--- src/rtl/serial_frame_pkg.sv ---
// Shared types and helpers for the serial frame transmitter.
// SERIAL_FRAME_TX_PARITY_EN adds a PARITY state to the character FSM.
package serial_frame_pkg;

`ifdef SERIAL_FRAME_TX_PARITY_EN
    typedef enum logic [2:0] {IDLE, START, DATA, PARITY, STOP} tx_state_t;
`else
    typedef enum logic [1:0] {IDLE, START, DATA, STOP} tx_state_t;
`endif

    localparam logic LINE_IDLE = 1'b1;

    function automatic logic even_parity(input logic [63:0] data);
        return ^data;
    endfunction

endpackage

--- src/rtl/serial_frame_tx_baud.sv ---
// Bit-period timer: counts while en is high, pulses tick once per clks_per_bit cycles.
module baud_tick_gen #(
    parameter int unsigned clks_per_bit = 16
) (
    input  logic clk,
    input  logic rst,
    input  logic en,
    output logic tick
);
    localparam int unsigned   CW   = (clks_per_bit > 1) ? $clog2(clks_per_bit) : 1;
    localparam logic [CW-1:0] LAST = CW'(clks_per_bit - 1);

    logic [CW-1:0] cnt_q, cnt_d;

    assign tick = en && (cnt_q == LAST);

    always_comb begin
        cnt_d = cnt_q;
        if (!en || tick) begin
            cnt_d = '0;
        end else begin
            cnt_d = cnt_q + 1'b1;
        end
    end

    always_ff @(posedge clk or negedge rst) begin
        if (!rst) begin
            cnt_q <= '0;
        end else begin
            cnt_q <= cnt_d;
        end
    end
endmodule

--- src/rtl/serial_frame_tx.sv ---
// Serializes a words x width_byte frame as back-to-back UART characters on o_tx_0.
// Optional even parity bit per character under SERIAL_FRAME_TX_PARITY_EN.
module serial_frame_tx
    import serial_frame_pkg::*;
#(
    parameter int unsigned width_byte   = 8,
    parameter int unsigned words        = 8,
    parameter int unsigned clks_per_bit = 16
) (
    input  logic                          clk,
    input  logic                          rst,
    input  logic [words*width_byte-1:0]   i_data,
    input  logic                          i_valid,
    output logic                          o_ready,
    output logic                          o_tx_0,
    output logic                          o_busy,
    output logic                          o_done
);
    localparam int unsigned   BW        = $clog2(width_byte + 1);
    localparam int unsigned   YW        = (words > 1) ? $clog2(words + 1) : 1;
    localparam logic [BW-1:0] LAST_BIT  = BW'(width_byte - 1);
    localparam logic [YW-1:0] LAST_BYTE = YW'(words - 1);

    tx_state_t                     state_q, state_d;
    logic [BW-1:0]                 bit_q, bit_d;
    logic [YW-1:0]                 byte_q, byte_d;
    logic [words*width_byte-1:0]   frame_q, frame_d;
    logic                          tx_q, tx_d;
    logic                          tick, accept, frame_end;
    logic [width_byte-1:0]         cur_byte, shifted;

    baud_tick_gen #(.clks_per_bit(clks_per_bit)) u_baud (
        .clk  (clk),
        .rst  (rst),
        .en   (state_q != IDLE),
        .tick (tick)
    );

    // Ready/done are raised in the last stop-bit cycle so a new accept starts with no gap.
    assign frame_end = (state_q == STOP) && tick && (byte_q == LAST_BYTE);
    assign o_ready   = (state_q == IDLE) || frame_end;
    assign o_done    = frame_end;
    assign o_busy    = (state_q != IDLE);
    assign o_tx_0    = tx_q;
    assign accept    = i_valid && o_ready;

    always_comb begin
        state_d = state_q;
        bit_d   = bit_q;
        byte_d  = byte_q;
        frame_d = frame_q;
        case (state_q)
            IDLE: begin
                if (accept) begin
                    state_d = START;
                    bit_d   = '0;
                    byte_d  = '0;
                    frame_d = i_data;
                end
            end
            START: begin
                if (tick) begin
                    state_d = DATA;
                    bit_d   = '0;
                end
            end
            DATA: begin
                if (tick) begin
                    if (bit_q == LAST_BIT) begin
`ifdef SERIAL_FRAME_TX_PARITY_EN
                        state_d = PARITY;
`else
                        state_d = STOP;
`endif
                    end else begin
                        bit_d = bit_q + 1'b1;
                    end
                end
            end
`ifdef SERIAL_FRAME_TX_PARITY_EN
            PARITY: begin
                if (tick) begin
                    state_d = STOP;
                end
            end
`endif
            STOP: begin
                if (tick) begin
                    if (byte_q != LAST_BYTE) begin
                        state_d = START;
                        byte_d  = byte_q + 1'b1;
                    end else if (accept) begin
                        state_d = START;
                        bit_d   = '0;
                        byte_d  = '0;
                        frame_d = i_data;
                    end else begin
                        state_d = IDLE;
                    end
                end
            end
            default: state_d = IDLE;
        endcase
    end

    // Line level is computed from the next state so o_tx_0 is a plain register.
    always_comb begin
        cur_byte = '0;
        for (int unsigned k = 0; k < words; k++) begin
            if (byte_d == YW'(k)) begin
                cur_byte = frame_q[k*width_byte +: width_byte];
            end
        end
        shifted = cur_byte >> bit_d;
        tx_d    = LINE_IDLE;
        case (state_d)
            START:  tx_d = 1'b0;
            DATA:   tx_d = shifted[0];
`ifdef SERIAL_FRAME_TX_PARITY_EN
            PARITY: tx_d = even_parity(64'(cur_byte));
`endif
            default: tx_d = LINE_IDLE;
        endcase
    end

    always_ff @(posedge clk or negedge rst) begin
        if (!rst) begin
            state_q <= IDLE;
            bit_q   <= '0;
            byte_q  <= '0;
            frame_q <= '0;
            tx_q    <= LINE_IDLE;
        end else begin
            state_q <= state_d;
            bit_q   <= bit_d;
            byte_q  <= byte_d;
            frame_q <= frame_d;
            tx_q    <= tx_d;
        end
    end
endmodule

--- config.mk ---
export PLATFORM = sky130hd
export DESIGN_NAME = serial_frame_tx
export DESIGN_NICKNAME = d
export VERILOG_FILES = /design/src/rtl/serial_frame_pkg.sv /design/src/rtl/serial_frame_tx_baud.sv /design/src/rtl/serial_frame_tx.sv
export SDC_FILE = /design/constraint.sdc
export NUM_CORES = 1
export LEC_CHECK = 0
export CAP_MARGIN = 30
export CORE_MARGIN = 2
export CORE_UTILIZATION = 55
export CTS_BUF_LIST = sky130_fd_sc_hd__clkbuf_2
export DETAILED_ROUTE_END_ITERATION = 8
export PLACE_DENSITY = 0.91
export SYNTH_ARGS = -nofsm -noshare
export SYNTH_HDL_FRONTEND = slang
export SYNTH_SLANG_ARGS = --single-unit
--- constraint.sdc ---
create_clock -name clk -period 3.45 [get_ports clk]
set_input_delay 1.035 -clock clk [delete_from_list [all_inputs] [get_ports clk]]
set_output_delay 1.035 -clock clk [all_outputs]
set_load 0.03 [all_outputs]
Word level (Yosys, flattened, before mapping)
Cells that the tools add are included.
- register bits after elaboration: 79
- bits of input ports: 67
- output and inout port bits: 4
- logic and storage cells: 73
- $add $sub $neg: 3
- equality and inequality tests: 18
- shift-type cells: 1
- mux-type cells: 33
- reductions and logical operators: 12
- operators by type and width (kind ; number):
    64-bit 2-to-1 mux ; 3
    64-bit one-hot mux with 2 select lines ; 1
    8-bit 2-to-1 mux ; 8
    4-bit 2-to-1 mux ; 10
    4-bit by 3-bit == test with 1-bit output (second input constant) ; 6
    4-bit one-hot mux with 4 select lines ; 1
    4-bit by 1-bit adder with 4-bit output (second input constant) ; 3
    2-bit 2-to-1 mux ; 5
    4-bit by 2-bit == test with 1-bit output (second input constant) ; 2
    2-bit one-hot mux with 4 select lines ; 1
    4-bit one-hot mux with 2 select lines ; 1
    8-bit by 4-bit right shift with 1-bit output ; 1
    2-bit == test (second input constant) ; 3
    2-bit by 1-bit == test with 1-bit output (second input constant) ; 2
    4-bit by 1-bit == test with 1-bit output (second input constant) ; 1
    4-bit == test (second input constant) ; 1
    1-bit logical AND ; 4
    4-bit zero test ; 1
    2-bit != test (second input constant) ; 2
    4-bit by 3-bit != test with 1-bit output (second input constant) ; 1
    2-bit nonzero test ; 2
    3-bit AND reduction ; 1
    2-bit zero test ; 1
    1-bit logical OR ; 2
    other kinds (3) ; 4

Logic depth before layout (Yosys ltp)
Gate-level depths: netlist (run 1).
- word-level depth: 21
- depth in mapped cells: 15
- mapped depth without buffers: 12

By module
A second synthesis (run 1) with hierarchy kept.
- cell total of the unflattened synthesis: 375
- area, all modules: 4106.4 um2
- modules (own cells, without submodules) (module ; instances ; cells an instance ; area each (um2) ; seq. area each (um2)):
    serial_frame_tx ; 1 ; 360 ; 3932.5 ; 1878.1
    baud_tick_gen ; 1 ; 15 ; 173.9 ; 100.1

Worst setup path before layout (run 1)
Ideal clock, no wire load.
- path kind: input to register
- start: input port i_valid
- end: register tx_q (netlist: o_tx_0)
- setup time: 81 ps
- arrival time: 2916 ps
- data required time: 3369 ps
- path slack: 453 ps
- stages on the path: 10
- buffers on the path: 0
- path through: and2b_1 -> a211oi_4 -> o211a_1 -> inv_2 -> mux2i_1 -> mux2_2 -> o22ai_1 -> a311oi_1 -> or4_1 -> o211ai_1
- cells in the longest elaborated chain, start to end: 16
- elaborated cells between the ends (all ways): 34
- those cells by class: eq/ne: 9; shift: 1; mux: 22; reduce/logical: 2
- ends and longest elaborated chain (element ; RTL line ; source):
    start, declared ; serial_frame_tx.sv:13 ; input logic i_valid,
    1-bit logical AND * ; serial_frame_tx.sv:45 ; assign accept = i_valid && o_ready;
    4-bit 2-to-1 mux ; serial_frame_tx.sv:54, serial_frame_tx.sv:92 ;
    4-bit 2-to-1 mux ; serial_frame_tx.sv:89 ; if (byte_q != LAST_BYTE) begin
    4-bit 2-to-1 mux ; serial_frame_tx.sv:88 ; if (tick) begin
    4-bit one-hot mux with 2 select lines ; serial_frame_tx.sv:52 ; case (state_q)
    4-bit zero test ; serial_frame_tx.sv:110 ; if (byte_d == YW'(k)) begin
    8-bit 2-to-1 mux (8 in a row) ; serial_frame_tx.sv:110 ;
    8-bit by 4-bit right shift with 1-bit output ; serial_frame_tx.sv:114 ; shifted = cur_byte >> bit_d;
    1-bit one-hot mux with 2 select lines * ; serial_frame_tx.sv:116 ; case (state_d)
    net tx_d ; serial_frame_tx.sv:28 ; logic tx_q, tx_d;
    end signal, assigned ; serial_frame_tx.sv:138 ; tx_q <= tx_d;
    end, declared ; serial_frame_tx.sv:28 ;
The timed path passes the listed nets; every way through them passes the cells marked *.
A chain may end at the register's enable or synchronous reset.

Final worst setup path (run 1)
- start: register state_q[0]
- end: output port o_busy
- cells in the longest elaborated chain, start to end: 1
- ends and longest elaborated chain (element ; RTL line ; source):
    start, declared ; serial_frame_tx.sv:24 ; tx_state_t state_q, state_d;
    start signal, assigned ; serial_frame_tx.sv:134 ; state_q <= state_d;
    2-bit nonzero test ; serial_frame_tx.sv:43 ; assign o_busy = (state_q != IDLE);
    end, declared ; serial_frame_tx.sv:16 ; output logic o_busy,
No other way between the ends.

==> results.cfg, run 1 <==
[grt]
grt_use_total_pct = 24.83
grt_pass1_vias = 3325
overflow = 0
antenna_found_initial = 0
grt_max_degree = 80
grt_first_pass_wirelength_um = 16330

[routing]
dr_total_vias = 3270
drc = 0
wl_per_cell_um = 17.41
drtPass1Iterations = 5
dr.first_iter.drc_count = 201
viasPerCell = 5.829
routed_wl_um = 9767
route.antenna.remaining_nets = 0

[power_and_ir_drop]
p_leak_uw = 0.002218
worst_ir_drop_vdd_mv = 0.4117
powerDensity_nw_per_um2 = 606.7

[clocking]
cts-root-buf = clkbuf_2
cts_tree = done
cts.sinks = 79
clock_latency_ns = 0.53
cts-htree-levels = 3
clkTransAtPathRegs_ns = 0.22
cts_buffer_depth = 2
cts_buffers = 9
ctsHoldBuffers = 0

[layout]
fillers = 553
final_cell_area_um2 = 5226
multiInputGateArea_um2 = 1978
syn2layout_area_growth_pct = 26.04
seq_area_um2 = 1978
nNetsFinal = 531
diodes = 0
drive_above_1_share_pct = 29.00

[sta]
finalSetupViolations = 0
period_share_pct = 93.02
timing.hold.ws_ns = 0.2698
setup_ws_ns = 0.2407
finalHoldViolCount = 0
worstMarginPinSlew_ns = 0.5216
grt_setup_unrepaired = false
maxSlewViolCount = 0
max_freq_mhz = 311.6
skew_ns = 0.02788
relSlewSlack_pct = 65.16
post-route-min-period_ns = 3.209

[critical_path]
worstPathRequired_ns = 2.41
critPathSlowestCell = dfrtp_1
critPathLaunchType = flop
worst-endpoint-arrival_ns = 2.17
worstSetupPathType = reg -> out
critPathMaxStageDelay_ns = 0.46
cpMostUsedCell = inv_1
worstPathMaxFanout = 9
cp_num_buf_inv = 4
cp_top_family = buffers and inverters
crit_chain = inv_1 > ha_1 > buf_4 > inv_1 > dlygate4sd2_1
endpoint_kind = output port

[yosys]
netlist.area_leader.share_pct = 47.07
synth_ff_type = dfrtp_1
synth_edf_count = 0
syn-num-nets = 437
ys_warn_count = 0
yosysSeqAreaShare_pct = 47.71
synth_async_sr_flop_share_pct = 100.0
syn_inst = 363
yosys_register_bits = 79
netlist_top_cells_area = dfrtp_1 (47%), mux2_2 (18%), mux2i_1 (3.1%)
synthMostInstantiatedCell = dfrtp_1
syn_area_per_cell_um2 = 11.42
synth_area_um2 = 4146
yosysUniqueCellTypes = 60
synthTopCellsByCount = dfrtp_1 (78), mux2_2 (65), nand2_1 (32)
yosys.area.top_type = dfrtp_1

[floorplanning]
die_w_um = 90.83
die_y_um = 90.83
rows = 31
initial_core_util_pct = 56.86
io_pins = 71
dieArea_um2 = 8249
core-area_um2 = 7292

[placed_design]
dp_hpwl_um = 7378
post-place-ws_ns = -0.2180
placedInstanceArea_um2 = 5111
port_buffers = 70
place.gp.congestion = 0.8752

[min_path]
hp-class = in -> async

[status]
status = finished, final reports clean

[flow_run]
drv_cap = 0
[layer usage]
metal / share of wire (%) / vias to the layer above / global-route usage [%]
met5: 0 / - / 0
met4: 1.8 / 0 / 9.217
met3: 5.4 / 16 / 3.923
met2: 50 / 130 / 41.79
met1: 42 / 1579 / 32.56
li1: - / 1545 / -
[power by group]
| part | switching (uW) | total, uW | internal, uW |
|---|---|---|---|
| clock network | 339 | 440 | 101 |
| registers | 273 | 1610 | 1340 |
| logic | 474 | 1120 | 644 |
[path summary, 6_finish.rpt]
| kind | cells past startpoint | to | slack (ns) | startpoint |
|---|---|---|---|---|
| worst max-delay path | 5 | o_busy | 0.24 | state_q[0] |
| worst min-delay path | 1 | u_baud.cnt_q[2] | 0.27 | rst |
| worst max register to register | 12 | o_tx_0 | 0.31 | state_q[0] |
| worst min register to register | 1 | u_baud.cnt_q[0] | 0.51 | u_baud.cnt_q[0] |
| max in group asynchronous | 2 | o_tx_0 | 2.58 | rst |
| min in group clk | 1 | u_baud.cnt_q[0] | 0.51 | u_baud.cnt_q[0] |
[registers in the layout, indices dropped and copies added, names as in the netlist]
name          cells
bit_q             4
byte_q            4
frame_q          64
o_tx_0            1
state_q           2
u_baud.cnt_q      4
[kinds of logic after synthesis]
group | count (synthesis) | share of synthesized area (%)
compound gates | 68 | 11.98
xor+xnor | 2 | 0.4225
fa+ha+maj | 7 | 2.112
buf+inv | 36 | 4.617
flops | 79 | 47.71
mux | 78 | 20.79
simple gates | 93 | 12.37
[layout make-up]
cell class	count	share of cell area, %
multi-input cells	248	37.85
clock buffers	9	0.8619
clock inverters	7	1.029
inverters	14	1.006
flip-flops and latches	79	37.85
repair buffers	105	19.03
well taps	99	2.370
[placed cells by master, fill, tap and decap left out, types with 3 or more instances in the layout]
cell type        netlist  routed
inv_6                  0       3
nor3_1                10      10
a21o_1                 3       3
a31oi_1                8       8
o211ai_1               4       4
nand4_1                7       7
mux2_2                65      65
nor2_1                 6       6
clkdlybuf4s50_1        0      66
nand2_1               32      32
and3_1                 5       5
a311oi_1               5       5
nand3_1               12      12
inv_2                  3       3
o21ai_0               13      13
dfrtp_1               78      78
inv_1                 11      11
clkbuf_2               0      11
a211oi_1               5       5
o22ai_1                3       3
a21oi_1                8       8
mux2i_1               13      13
ha_1                   7       7
buf_4                  5      33
[worst reg2reg max path: stages, from the launching register on]
cell,delay [ns]
dfrtp_1,0.46
inv_1,0.11
ha_1,0.33
nand4b_4,0.32
a211oi_4,0.30
buf_4,0.16
a21o_1,0.24
nand3_1,0.12
a21o_1,0.19
a22oi_2,0.15
nor3_1,0.06
or4_1,0.52
o211ai_1,0.12
[timing repair]
action | 4_1_cts | 5_1_grt
resized for setup | 3 | 4
endpoints found under the setup margin | 3 | 2
gates cloned | 0 | 0
setup buffers | 0 | 0
[stage by stage]
stage          total power (uW)  instances  utilization, %  setup TNS (ns)
2_1_floorplan              2341        363               -               0
3_3_place_gp               2680        544           70.09         -0.1393
3_5_place_dp               2761        544           70.09         -0.2180
4_1_cts                    3188        560           71.40               0
5_1_grt                    3382        561           71.67               0
6_report                   3171        561           71.67               0
Note: power is estimated with default switching activity, not from simulation.
==> run 2: changes to the inputs <==
- SETUP_SLACK_MARGIN: unset -> 0.3
==> results.cfg, run 2 (synthesis gave the netlist of run 1 again) <==
[floorplanning]
die_y_um = 90.83
die_w_um = 90.83
dieArea_um2 = 8249
io_pins = 71
core-area_um2 = 7292
rows = 31
initial_core_util_pct = 56.86

[min_path]
hp-class = in -> async

[flow_run]
drv_cap = 0

[sta]
finalSetupViolations = 0
timing.hold.ws_ns = 0.2617
skew_ns = 0.02495
period_share_pct = 87.73
grt_setup_unrepaired = false
worstMarginPinSlew_ns = 0.5115
relSlewSlack_pct = 65.84
max_freq_mhz = 330.4
post-route-min-period_ns = 3.027
maxSlewViolCount = 0
finalHoldViolCount = 0

[power_and_ir_drop]
internal-power_uw = 2109
power_frac_seq_pct = 50.2
p_leak_uw = 0.002237
total_power_uw = 3205
p_comb_share_pct = 36.0
clkPwrFrac_pct = 13.8
swShare_pct = 34.20
powerDensity_nw_per_um2 = 608.5
p_sw_uw = 1096
worst_ir_drop_vdd_mv = 0.4132

[clocking]
clkTransAtPathRegs_ns = 0.23
ctsHoldBuffers = 0
cts_tree = done
cts_buffers = 9
cts.sinks = 79
clock_latency_ns = 0.53
cts-root-buf = clkbuf_2
cts_buffer_depth = 2
cts-htree-levels = 3

[layout]
nNetsFinal = 533
drive_above_1_share_pct = 30.17
final_cell_mix = dfrtp_1 (78), mux2_2 (65), clkdlybuf4s50_1 (65), buf_4 (35), nand2_1 (32)
fin_util_pct = 72.24
top_register = frame_q
largest_register_ffs = 64
final_common_cell = dfrtp_1
syn2layout_area_growth_pct = 27.04
diodes = 0

[routing]
dr.first_iter.drc_count = 202
route.antenna.remaining_nets = 0
wl_per_cell_um = 17.40
viasPerCell = 5.801
drtPass1Iterations = 5
drc = 0
routed_wl_um = 9796
dr_total_vias = 3266

[critical_path]
r2r_cells = 12
worstPathMaxFanout = 9
worstPathRequired_ns = 2.41
critPathMaxStageDelay_ns = 0.42
critPathSlowestCell = dfrtp_1
endpoint_kind = output port
critPathLaunchType = flop
worst-endpoint-arrival_ns = 1.99
crit_chain = inv_1 > ha_4 > buf_4 > inv_1 > dlygate4sd2_1
cpMostUsedCell = inv_1
worstSetupPathType = reg -> out

[placed_design]
dp_hpwl_um = 7378
place.gp.congestion = 0.8752
port_buffers = 70

[status]
status = finished, final reports clean

[grt]
grt_max_degree = 80
grt_pass1_vias = 3333
grt_first_pass_wirelength_um = 16400
antenna_found_initial = 0
grt_use_total_pct = 24.97
overflow = 0
[run 2: changes by cell type in the layout (fill, tap and decap cells not counted), sizes merged]
cell | before | now
clkdlybuf4s50 | 66 | 65
dlymetal6s2s | 0 | 1
buf | 36 | 40
clkbuf | 11 | 9
[run 2: worst paths after layout]
path,slack [ns],start,endpoint
setup / recovery,0.42,state_q[1],o_busy
hold / removal,0.26,rst,u_baud.cnt_q[2]
setup reg to reg,0.46,state_q[1],o_tx_0
hold reg to reg,0.52,u_baud.cnt_q[0],u_baud.cnt_q[0]
max in group asynchronous,2.58,rst,o_tx_0
min in group clk,0.52,u_baud.cnt_q[0],u_baud.cnt_q[0]
[run 2: area by class of cell]
type / instances / area, um^2
Clock buffer: 9 / 45.04
Clock inverter: 7 / 53.80
Fill cell: 547 / 2024
Inverter: 14 / 52.55
Multi-Input combinational cell: 248 / 2002
Sequential cell: 79 / 1978
Tap cell: 99 / 123.9
Timing Repair Buffer: 107 / 1012
[run 2: repair_timing]
item / in CTS / in global routing
buffers inserted: 1 / 1
setup endpoints to repair: 3 / 3
resized for setup: 9 / 8
pin swaps: 0 / 1
[run 2: power groups by stage]
stage	registers (uW)	clock network, uW	logic (uW)
2_1_floorplan	1530	0	812
3_3_place_gp	1610	0	1070
3_5_place_dp	1630	0	1130
4_1_cts	1610	456	1160
5_1_grt	1660	496	1260
6_report	1610	443	1150
[run 2: metal layers]
| layer | vias up | share of wire (%) | track usage (%) |
|---|---|---|---|
| li1 | 1547 | - | - |
| met4 | 0 | 1.9 | 9.217 |
| met3 | 18 | 5.1 | 3.923 |
| met2 | 130 | 51 | 42.23 |
| met1 | 1571 | 42 | 32.62 |
| met5 | - | 0 | 0 |
[run 2: worst max-delay path: cells and delay by family (launching register included)]
| kind | cells | cell delay, ns |
|---|---|---|
| DFF | 1 | 0.42 |
| buffers and inverters | 4 | 0.84 |
| adders and majority gates | 1 | 0.22 |
[run 2: stage by stage]
stage          area (um^2)  cells  setup slack (ns)  TNS, ns
3_5_place_dp          5111    544           -0.2180  -0.2180
4_1_cts               5231    561            0.3375        0
2_1_floorplan         4146    363            0.4525        0
3_3_place_gp          5111    544           -0.1393  -0.1393
5_1_grt               5268    563            0.3003        0
6_report              5268    563            0.4234        0
